## config.mk

```make
export PLATFORM = sky130hd
export DESIGN_NAME = systolic_stream_sorter_flat
export DESIGN_NICKNAME = d
export VERILOG_FILES = /design/src/rtl/systolic_stream_sorter_if.sv /design/src/rtl/systolic_stream_sorter.sv /design/src/flat_wrapper.sv
export SDC_FILE = /design/constraint.sdc
export NUM_CORES = 1
export LEC_CHECK = 0
export ABC_AREA = 1
export BUFFER_PORTS_ARGS = -buffer_cell sky130_fd_sc_hd__buf_2
export CAP_MARGIN = 20
export CORE_MARGIN = 10
export CORE_UTILIZATION = 60
export DETAILED_ROUTE_END_ITERATION = 10
export MAX_ROUTING_LAYER = met4
export PLACE_DENSITY = 0.77
export SYNTH_ARGS = -nofsm -noshare
export SYNTH_HDL_FRONTEND = slang
export SYNTH_SLANG_ARGS = --single-unit
```

## constraint.sdc

```tcl
create_clock -name clk -period 2.4 [get_ports clk]
set_clock_uncertainty 0.15 [all_clocks]
set_input_delay 0.24 -clock clk [delete_from_list [all_inputs] [get_ports clk]]
set_output_delay 0.24 -clock clk [all_outputs]
set_load 0.01 [all_outputs]
```

## src/rtl/systolic_stream_sorter_if.sv

```systemverilog
// Stream handshake bundle between a key producer/consumer and the systolic sorter.
// The producer/consumer side uses master and the sorter uses slave.
interface systolic_stream_sorter_if #(
  parameter int NUMINPUTS = 16,
  parameter int WIDTH     = 16
);
  logic                               in_valid;
  logic                               in_ready;
  logic [WIDTH-1:0]                   in_data;
  logic                               in_last;
  logic                               desc;
  logic                               out_valid;
  logic                               out_ready;
  logic [WIDTH-1:0]                   out_data;
  logic                               out_last;
  logic [$clog2(NUMINPUTS+1)-1:0]     count;

  modport master (
    output in_valid, in_data, in_last, desc, out_ready,
    input  in_ready, out_valid, out_data, out_last, count
  );

  modport slave (
    input  in_valid, in_data, in_last, desc, out_ready,
    output in_ready, out_valid, out_data, out_last, count
  );
endinterface

```

## src/rtl/systolic_stream_sorter.sv

```systemverilog
// Insertion-style systolic sorter: keys are placed in rank order as they arrive,
// then the batch is shifted out of cell 0 in order.
module systolic_stream_sorter #(
  parameter int NUMINPUTS = 16,
  parameter int WIDTH     = 16
) (
  input logic                     clk,
  input logic                     reset,
  systolic_stream_sorter_if.slave bus
);
  localparam int CW = $clog2(NUMINPUTS+1);
  localparam logic [0:0] LOAD  = 1'b0;
  localparam logic [0:0] DRAIN = 1'b1;

  logic [0:0]       state;
  logic [CW-1:0]    cnt;
  logic             desc_lat;
  logic [WIDTH-1:0] key     [NUMINPUTS];
  logic [WIDTH-1:0] key_nxt [NUMINPUTS];
  logic [NUMINPUTS-1:0] occ;
  logic [NUMINPUTS-1:0] occ_nxt;
  logic [NUMINPUTS-1:0] keep;
  logic             accept;
  logic             pop;
  logic             desc_eff;

  // Strict ordering so an equal incoming key lands after existing equal keys.
  function automatic logic ranks_before(input logic [WIDTH-1:0] a,
                                        input logic [WIDTH-1:0] b,
                                        input logic             dsc);
    return dsc ? (a > b) : (a < b);
  endfunction

  assign accept   = bus.in_valid && (state == LOAD);
  assign pop      = bus.out_ready && (state == DRAIN);
  assign desc_eff = (cnt == '0) ? bus.desc : desc_lat;

  always_comb begin
    for (int i = 0; i < NUMINPUTS; i++) begin
      keep[i] = occ[i] && !ranks_before(bus.in_data, key[i], desc_eff);
    end
  end

  always_comb begin
    key_nxt = key;
    occ_nxt = occ;
    if (accept) begin
      if (!keep[0]) begin
        key_nxt[0] = bus.in_data;
        occ_nxt[0] = 1'b1;
      end
      for (int i = 1; i < NUMINPUTS; i++) begin
        if (!keep[i]) begin
          if (keep[i-1]) begin
            key_nxt[i] = bus.in_data;
            occ_nxt[i] = 1'b1;
          end else begin
            key_nxt[i] = key[i-1];
            occ_nxt[i] = occ[i-1];
          end
        end
      end
    end else if (pop) begin
      for (int i = 0; i < NUMINPUTS-1; i++) begin
        key_nxt[i] = key[i+1];
        occ_nxt[i] = occ[i+1];
      end
      key_nxt[NUMINPUTS-1] = '0;
      occ_nxt[NUMINPUTS-1] = 1'b0;
    end
  end

  always_ff @(posedge clk) begin
    if (reset) begin
      state    <= LOAD;
      cnt      <= '0;
      desc_lat <= 1'b0;
      occ      <= '0;
      for (int i = 0; i < NUMINPUTS; i++) key[i] <= '0;
    end else begin
      key <= key_nxt;
      occ <= occ_nxt;
      if (accept) begin
        cnt <= cnt + 1'b1;
        if (cnt == '0) desc_lat <= bus.desc;
        if (bus.in_last || (cnt == CW'(NUMINPUTS-1))) state <= DRAIN;
      end else if (pop) begin
        cnt <= cnt - 1'b1;
        if (cnt == CW'(1)) state <= LOAD;
      end
    end
  end

  assign bus.in_ready  = (state == LOAD);
  assign bus.out_valid = (state == DRAIN);
  assign bus.out_data  = key[0];
  assign bus.out_last  = (cnt == CW'(1));
  assign bus.count     = cnt;
endmodule
```

## src/flat_wrapper.sv

```systemverilog
// flat-port wrapper written by rule: the top's interface ports become plain ports
module systolic_stream_sorter_flat 
#(
  parameter int NUMINPUTS = 16,
  parameter int WIDTH     = 16
)
  (clk, reset, bus_in_valid, bus_in_data, bus_in_last, bus_desc, bus_out_ready, bus_in_ready, bus_out_valid, bus_out_data, bus_out_last, bus_count);
  systolic_stream_sorter_if #(.NUMINPUTS(NUMINPUTS), .WIDTH(WIDTH)) bus_i ();
  input logic clk;
  input logic reset;
  input wire logic [$bits(bus_i.in_valid)-1:0] bus_in_valid;
  input wire logic [$bits(bus_i.in_data)-1:0] bus_in_data;
  input wire logic [$bits(bus_i.in_last)-1:0] bus_in_last;
  input wire logic [$bits(bus_i.desc)-1:0] bus_desc;
  input wire logic [$bits(bus_i.out_ready)-1:0] bus_out_ready;
  output wire logic [$bits(bus_i.in_ready)-1:0] bus_in_ready;
  output wire logic [$bits(bus_i.out_valid)-1:0] bus_out_valid;
  output wire logic [$bits(bus_i.out_data)-1:0] bus_out_data;
  output wire logic [$bits(bus_i.out_last)-1:0] bus_out_last;
  output wire logic [$bits(bus_i.count)-1:0] bus_count;
  assign bus_i.in_valid = bus_in_valid;
  assign bus_i.in_data = bus_in_data;
  assign bus_i.in_last = bus_in_last;
  assign bus_i.desc = bus_desc;
  assign bus_i.out_ready = bus_out_ready;
  assign bus_in_ready = bus_i.in_ready;
  assign bus_out_valid = bus_i.out_valid;
  assign bus_out_data = bus_i.out_data;
  assign bus_out_last = bus_i.out_last;
  assign bus_count = bus_i.count;
  systolic_stream_sorter #(.NUMINPUTS(NUMINPUTS), .WIDTH(WIDTH)) u_core (.clk(clk), .reset(reset), .bus(bus_i));
endmodule
```

==> qor.yml <==
pwr:
  switching_share_pct: 38.6
  power_mw: 18.6
  p_switching_mw: 7.16
  powerDensity_nw_per_um2: 713
  p_leak_nw: 13.9
  vdd_ir_drop_max_uv: 485
  seqPwrFrac_pct: 29.6
  power_frac_comb_pct: 39.8
  intPower_mw: 11.4
  clockPowerShare_pct: 30.6
critical_path:
  r2r-end: "u_core.key[106]"
  worstPathMaxFanout: 15
  setup.worst_path.start_class: "register"
  critPathKind: "reg2reg"
  end_kind: "register"
  worstPathArrival_ps: 2590
  reg2reg_slack_ps: 90
  regToRegStartpoint: "u_core.bus.count[1]"
  rr_worst_depth: 13
  critPathRequiredTime_ps: 2680
die:
  core_region_area_um2: 38600
  dieWidth_um: 217
  initial_utilization_pct: 60.4
  std_cell_rows: 72
  fp.dieArea_um2: 47100
  num_io_pins: 46
  die_h_um: 217
global_routing:
  grt_antenna_before_repair: 0
  grt_pass1_wl_mm: 117
  grtUsageTotal_pct: 31.1
  grt-ovfl-total: 0
  grt_pass1_vias: 22700
  grt_max_degree: 167
timing:
  fin_crit_ps: 2310
  max_slew.worst_pin.slew_ps: 789
  hold_viol_final: 0
  whs_ps: 143
  relSlewSlack_pct: 47.4
  grt_setup_unrepaired: "yes"
  setup_viol: 0
  post-route-period-util_pct: 96.3
  fmax_mhz: 433
  timing.setup.tns_ps: 0
  setup_ws_ps: 88.5
  drv_slew: 0
clocking:
  clock-root-buffer: "clkbuf_16"
  clkTransAtPathRegs_ps: 60
  cts_tree: "done"
  clk_path_buf_depth: 3
  tritoncts.num_buffers: 36
  post_cts_buffers: 0
  cts.sinks: 279
  insertion_delay_ps: 570
  htree_levels: 2
synthesis:
  synth_top_area_share_pct: 24.0
  ys_ff_latch: 279
  syn_inst: 3861
  synth_area_per_cell_um2: 6.03
  yosysWarningCount: 0
  synth_area_leaders: "dfxtp_1 (24%), nand2_1 (21%), ha_1 (14%)"
  syn_area_um2: 23300
  synthesis.nets: 4144
  seq_area_frac_synth_pct: 24.0
  synth_cell_types: 31
  yosysTopAreaCell: "dfxtp_1"
min_path:
  worstHoldPathCells: 6
  hold_end: "u_core.key[1]"
  hold_path_class: "in2reg"
  min_from: "bus_in_data[1]"
finish:
  antenna_cells: 0
  nNetsFinal: 4148
  finalInstanceArea_um2: 26000
  finalNonFillerCells: 4408
  syn2layout_area_growth_pct: 11.8
  fin_util_pct: 67.5
  drive_gt1_share_pct: 8.25
outcome:
  run_status: "finished, final reports clean"
routing:
  totalWireLength_mm: 73.8
  drcViolationCount: 0
  via_per_inst: 5.68
  antenna_violating_nets_post_route: 0
  routedWlPerCell_um: 16.7
  num_vias: 25000
  drtIter0Drc: 2599
  dr.pass1.iters: 7
placed_design:
  portBuffers: 45
  placed_area_um2: 24700
  gp_congestion: 0.945
  dp.cells: 4341
  dp_hpwl_mm: 50.7
  place_ws_ps: -276
run:
  maxCapViolCount: 0
## cells in the final DEF, fill, tap and decap left out, types with 9 or more instances in the layout
master / Yosys / final
clkbuf_8: 0 / 9
nand3_1: 302 / 302
inv_1: 378 / 377
a21oi_1: 572 / 568
nand2_1: 1306 / 1305
dfxtp_1: 279 / 278
clkbuf_16: 0 / 38
a21o_1: 15 / 15
a31oi_1: 15 / 15
buf_4: 23 / 111
ha_1: 261 / 261
buf_2: 60 / 45
o21ai_0: 54 / 54
nor2_1: 340 / 334
nand3_2: 16 / 16
nand4_1: 39 / 39
nand2_2: 17 / 13
buf_12: 0 / 49
## power groups by stage
stage                     sequential [mW]  clock (mW)  combinational (mW)
after floorplan                      5.53           0                5.28
after global placement               5.56           0                7.05
after detailed placement             5.58           0                7.18
after CTS                            5.48        5.70                7.24
after global routing                 5.54        5.89                8.40
final                                5.49        5.68                7.40
## how the worst max path moves through the flow
| stage | depth (start not counted) | slack [ps] | startpoint | to |
|---|---|---|---|---|
| after floorplan | 15 | 220 | u_core.bus.count[0] | u_core.key[231] |
| after detailed placement | 14 | -280 | bus_in_data[15] | u_core.key[62] |
| after global routing | 13 | -60 | u_core.bus.out_data[15] | u_core.bus.out_data[3] |
| after global placement | 14 | -210 | bus_in_data[15] | u_core.key[33] |
| after CTS | 12 | 70 | u_core.bus.out_data[9] | u_core.bus.out_data[3] |
| final | 13 | 90 | u_core.bus.count[1] | u_core.key[106] |
## cell type report
| cell class | count | area (µm²) |
|---|---|---|
| multi-input cells | 2954 | 15000 |
| fillers | 3589 | 12500 |
| flip-flops and latches | 279 | 5590 |
| repair buffers | 213 | 2140 |
| inverters | 381 | 1440 |
| clock buffers | 52 | 1070 |
| well taps | 518 | 648 |
| clock inverters | 11 | 140 |
## state kept, by name (all words and copies together), names as in the netlist
name and flops:
u_core.bus.count 5, u_core.bus.out_data 16, u_core.bus.out_valid 1, u_core.desc_lat 1
u_core.key 240, u_core.occ 16
## worst max-delay path, cell delays in order, from the launching register on
cell and delay [ps]:
dfxtp_1 310, inv_1 120, ha_1 180, nand3_2 90, o21ai_2 220, inv_2 100, buf_6 180, nor2_1 100
nand2_1 70, nand3_2 70, nand2_2 90, buf_4 170, a21oi_1 220, a21oi_1 100
## kinds of logic (layout without fill, tap and decap cells)
logic type / Yosys count / count (layout) / share of synthesized area, %
buffers and inverters: 628 / 657 / 11.8
AOI/OAI and AO/OA: 667 / 667 / 14.7
DFF: 279 / 279 / 24.0
adders and majority gates: 261 / 261 / 14.0
and+or+nand+nor: 2026 / 2026 / 35.4
## cell usage after synthesis
cell type and n:
nand2_1 1306, a21oi_1 572, inv_1 378, nor2_1 340, nand3_1 302, dfxtp_1 279, ha_1 261, clkbuf_1 98
buf_2 60, o21ai_0 54, nand4_1 39, buf_1 34, buf_6 32, buf_4 23, nand2_2 17, nand3_2 16
a21o_1 15, a31oi_1 15, a21boi_0 6, inv_2 2, nor3_1 2, a32oi_1 1, clkinv_1 1, nand2_4 1
nand3_4 1, nor2_4 1, o211ai_1 1, o21a_1 1, o21ai_2 1, o221a_2 1, or2_2 1
## what timing repair did
| action | CTS | global route |
|---|---|---|
| hold endpoints to repair | 34 | 0 |
| setup endpoints to repair | 0 | 141 |
| gates resized for setup | 0 | 23 |
| hold buffers | 3 | 0 |
## routing by layer
layer  GRT usage (%)  up-vias  wire length (µm)
met5               -        -                 0
met3            3.81      244              6100
met4            14.5        0              3450
met2            49.3     1083             33800
met1            38.8    11300             30400
li1                -    12400                 -
No activity file was read; power rests on OpenSTA's default activity.
